[config.mk]
export PLATFORM = sky130hd
export DESIGN_NAME = dac_update_scheduler
export DESIGN_NICKNAME = d
export VERILOG_FILES = /design/src/rtl/dac_update_scheduler.sv
export SDC_FILE = /design/constraint.sdc
export NUM_CORES = 1
export LEC_CHECK = 0
export CORE_MARGIN = 2
export CORE_UTILIZATION = 41
export DETAILED_ROUTE_END_ITERATION = 6
export PLACE_DENSITY_LB_ADDON = 0.2
export SLEW_MARGIN = 0
export SYNTH_ARGS = -nofsm -noshare
export SYNTH_HDL_FRONTEND = slang
export SYNTH_SLANG_ARGS = --single-unit
[constraint.sdc]
create_clock -name clk -period 2.51 [get_ports clk]
set_clock_uncertainty 0.05 [all_clocks]
set_input_delay 0.251 -clock clk [delete_from_list [all_inputs] [get_ports clk]]
set_output_delay 0.251 -clock clk [all_outputs]
set_load 0.005 [all_outputs]
[src/rtl/dac_update_scheduler.sv]
// Round-robin arbiter sharing one DAC channel between code producers: accept, strobe, then settle.
// Optional output saturation to [CLAMP_MIN, CLAMP_MAX] is enabled by defining DAC_SCHED_CLAMP_EN.
//
// state   | meaning
// --------+------------------------------------------------------------
// IDLE    | waiting for enable and a valid request; req_ready one-hot
// UPDATE  | new code on data_out, dac_strobe high for this cycle
// HOLD    | settling window, hold_cnt counts HOLD_CYCLES-1 down to 0
module dac_update_scheduler #(
    parameter int                    DATA_WIDTH  = 14,
    parameter int                    NUM_REQ     = 4,
    parameter int                    GRANT_WIDTH = 2,
    parameter int                    HOLD_CYCLES = 8,
    parameter logic [DATA_WIDTH-1:0] MIDSCALE    = 14'h2000,
    parameter logic [DATA_WIDTH-1:0] CLAMP_MIN   = 14'h0000,
    parameter logic [DATA_WIDTH-1:0] CLAMP_MAX   = 14'h3FFF
) (
    input  logic                          clk,
    input  logic                          rst_n,
    input  logic                          enable,
    input  logic [NUM_REQ-1:0]            req_valid,
    input  logic [NUM_REQ*DATA_WIDTH-1:0] req_data,
    output logic [NUM_REQ-1:0]            req_ready,
    output logic [DATA_WIDTH-1:0]         data_out,
    output logic                          dac_strobe,
    output logic [GRANT_WIDTH-1:0]        grant_id,
    output logic                          busy
);

    typedef enum logic [1:0] {
        ST_IDLE,
        ST_UPDATE,
        ST_HOLD
    } state_t;

    state_t                 state;
    logic [7:0]             hold_cnt;
    logic [GRANT_WIDTH-1:0] last_grant;
    logic [GRANT_WIDTH-1:0] win_idx;
    logic [GRANT_WIDTH-1:0] rr_idx;
    logic                   win_found;
    logic [DATA_WIDTH-1:0]  win_code;
    logic [DATA_WIDTH-1:0]  code_sel;

    // Search starts just after the previous winner so every requester is reached within NUM_REQ grants.
    always_comb begin
        win_found = 1'b0;
        win_idx   = '0;
        rr_idx    = '0;
        for (int k = 1; k <= NUM_REQ; k++) begin
            rr_idx = GRANT_WIDTH'((int'(last_grant) + k) % NUM_REQ);
            if (!win_found && req_valid[rr_idx]) begin
                win_found = 1'b1;
                win_idx   = rr_idx;
            end
        end
    end

    assign win_code = req_data[win_idx*DATA_WIDTH +: DATA_WIDTH];

    // Gated by rst_n so no handshake can be seen while the block is held in reset.
    always_comb begin
        req_ready = '0;
        if (state == ST_IDLE && enable && rst_n && win_found) begin
            req_ready[win_idx] = 1'b1;
        end
    end

`ifdef DAC_SCHED_CLAMP_EN
    always_comb begin
        code_sel = win_code;
        if (win_code < CLAMP_MIN) begin
            code_sel = CLAMP_MIN;
        end else if (win_code > CLAMP_MAX) begin
            code_sel = CLAMP_MAX;
        end
    end
`else
    logic unused_clamp;
    assign code_sel     = win_code;
    assign unused_clamp = ^{CLAMP_MIN, CLAMP_MAX};
`endif

    always_ff @(posedge clk or negedge rst_n) begin
        if (!rst_n) begin
            state      <= ST_IDLE;
            data_out   <= MIDSCALE;
            grant_id   <= '0;
            dac_strobe <= 1'b0;
            busy       <= 1'b0;
            hold_cnt   <= '0;
            last_grant <= GRANT_WIDTH'(NUM_REQ - 1);
        end else begin
            dac_strobe <= 1'b0;
            case (state)
                ST_IDLE: begin
                    // Accept edge: the code goes straight to data_out so it is visible in UPDATE.
                    if (enable && win_found) begin
                        data_out   <= code_sel;
                        grant_id   <= win_idx;
                        last_grant <= win_idx;
                        dac_strobe <= 1'b1;
                        busy       <= 1'b1;
                        state      <= ST_UPDATE;
                    end
                end
                ST_UPDATE: begin
                    hold_cnt <= 8'(HOLD_CYCLES - 1);
                    state    <= ST_HOLD;
                end
                ST_HOLD: begin
                    if (hold_cnt == 8'd0) begin
                        busy  <= 1'b0;
                        state <= ST_IDLE;
                    end else begin
                        hold_cnt <= hold_cnt - 8'd1;
                    end
                end
                default: begin
                    busy  <= 1'b0;
                    state <= ST_IDLE;
                end
            endcase
        end
    end

endmodule

==> out/qor.txt <==
Final #Nets -> 358
global-route wire length before repair -> 8.72 mm
Post-CTS Hold Fix Bufs -> 0
CTS tree -> built
residual DRC count -> 0
WP data arrival -> 2.15 ns
chip width -> 70.9 um
Multi-input gate area -> 942 um^2
worst skew pair latency -> 0.28 ns
worst vdd ir -> 0.000532 V
CTS H-tree depth -> 2
RSZ-0062 raised after global routing -> false
final wirelength -> 5.22 mm
asr flop ratio synth -> 1.00
fin crit share -> 0.975
Tightest Pin Transition -> 0.713 ns
Hold Path Class -> in -> async
Fin. Hold Viols -> 0
Antenna Nets Post-Route -> 0
# setup viols final -> 0
crit end category -> primary output
CTS clk-pin slew, worst paths -> 0.07 ns
initial antenna violation count -> 0
number of global-route vias before repair -> 1858
critical path's top delay family -> buffers and inverters
power per cell area -> 936 nW/um^2
pin count of the biggest net entering global routing -> 28
static leakage -> 1.26 nW
clk buf depth -> 2
max_slew headroom -> 0.523
average wire per standard cell -> 15.1 um
Placer Congestion -> 0.861
site row count -> 24
sequential area share after synthesis -> 0.411
post-synth top area cell -> dfrtp_1
hpwl dp -> 4.09 mm
Post-Synthesis Cells -> 198
flops & latches, synth -> 30
Ys Warns -> 0
Primary FF master, synth -> dfrtp_1
Crit path top cell by count -> clkdlybuf4s50_1
Slew Viols, Final -> 0
top cells by count, synth -> 28 x a211oi_1, 28 x nor2_1, 27 x dfrtp_1
Unique masters post-synth -> 38
grt ovf -> 0
crit-path cells -> clkdlybuf4s50_1, or3b_2, o221ai_1, nand3_1, nor2_1, clkdlybuf4s50_1
startpoint types -> primary input
min cycle time layout -> 2.45 ns
CP Data Required Time -> 2.21 ns
Avg Cell Area, Syn -> 9.26 um^2
Sum Neg Setup Slack -> 0 ns
gr usage total -> 0.219
Slowest-stage cell, CP -> clkdlybuf4s50_1
Die ar. -> 5020 um^2
IO Count -> 85
Synth-to-Final Area Change -> 57.6%
Max FO, Critical Path -> 3
Core Area -> 4320 um^2
register area -> 754 um^2
Starting Density -> 0.424
Avg Vias per Cell -> 5.31
1st-iter DRT viols -> 107
total number of vias -> 1837
CTS Sinks -> 30
WS Path Type -> in -> out
Pre-antenna DRT Iters -> 4
Fmax -> 408 MHz
share of cells above drive strength 1 -> 0.112
Max-Cap Viols -> 0
main area contributors after synthesis -> dfrtp_1 37%, a211oi_1 11%, mux2i_1 9.3%, nor2_1 5.7%, a31oi_1 4.8%
Mapped Nets -> 263
status -> finished clean
I/O Buffers -> 84
ANT cells -> 0
Synth Cell Area -> 1830 um^2
Synth top area share -> 0.368
clk root buf -> clkbuf_8
crit path buf inv count -> 2
Final Hold Slack -> 0.181 ns
fill cell count -> 373
Die Y-Extent -> 70.9 um
Critical Path Max Stage Delay -> 0.51 ns
EDFF count, synth -> 0
TritonCTS Buffers -> 5
[what timing repair did]
item	CTS	global route
buffers inserted	0	1
endpoints found under the setup margin	0	2
resized for setup	0	1
endpoints found under the hold margin	0	0
[kinds of logic (layout without fill, tap and decap cells)]
kind of cell / count (synthesis) / after routing / share of synthesized area
compound gates: 58 / 58 / 0.246
xor+xnor: 2 / 2 / 0.00955
flops: 30 / 30 / 0.411
mux: 17 / 17 / 0.0928
buf+inv: 29 / 125 / 0.0750
fa+ha+maj: 2 / 2 / 0.0136
simple gates: 60 / 60 / 0.152
[through the flow]
stage | setup WS (ns) | power [mW] | cells | util | area (um^2)
CTS | 0.0382 | 2.73 | 345 | 0.666 | 2880
global route | 0.00352 | 2.92 | 346 | 0.668 | 2890
global placement | 0.110 | 2.20 | 337 | 0.641 | 2770
finish | 0.0620 | 2.70 | 346 | 0.668 | 2890
floorplan | 0.718 | 1.63 | 198 | - | 1830
detailed placement | 0.0553 | 2.23 | 337 | 0.641 | 2770
[area by class of cell]
cell class / instances / share of cell area
timing repair buffer: 98 / 0.328
clock inverter: 3 / 0.0139
multi-input combinational: 139 / 0.326
tap: 52 / 0.0225
sequential: 30 / 0.261
inverter: 19 / 0.0247
clock buffer: 5 / 0.0238
[layer usage]
layer	track usage	routed length, um	vias up	share of wire
met4	0.0650	97	0	0.019
met3	0.0584	271	9	0.052
met2	0.382	2660	54	0.51
li1	-	-	910	-
met1	0.264	2200	864	0.42
met5	0	0	-	0
[path summary, 6_finish.rpt]
kind,startpoint,end,slack (ns),cells past startpoint
worst min-delay path,rst_n,data_out[3],0.18,1
worst min register to register,hold_cnt[7],hold_cnt[7],0.43,1
max in group asynchronous,rst_n,data_out[13],1.52,2
worst max-delay path,req_valid[1],req_ready[0],0.06,6
min in group clk,hold_cnt[7],hold_cnt[7],0.43,1
worst max register to register,last_grant[0],data_out[10],0.45,6
[where the power goes]
group	total, mW	switching [mW]	internal [mW]
clock	0.477	0.185	0.292
sequential	0.886	0.167	0.718
combinational	1.34	0.627	0.715
total	2.70	0.979	1.72
[sequential cells by signal, summed over array words and instances (netlist names)]
register,count
hold_cnt,8
grant_id,2
data_out,14
dac_strobe,1
last_grant,2
busy,1
state,2
[cells in the final DEF, fill, tap and decap left out, drive strengths merged, types with 4 or more instances in the layout]
cell           count
a31oi             15
o21ai              4
inv               19
clkbuf             5
dfrtp             27
nand2b             4
a211oi            28
nor2              28
nand2             15
a21oi              4
mux2i             17
clkdlybuf4s50     83
buf               14
No activity file was read; power rests on OpenSTA's default activity.
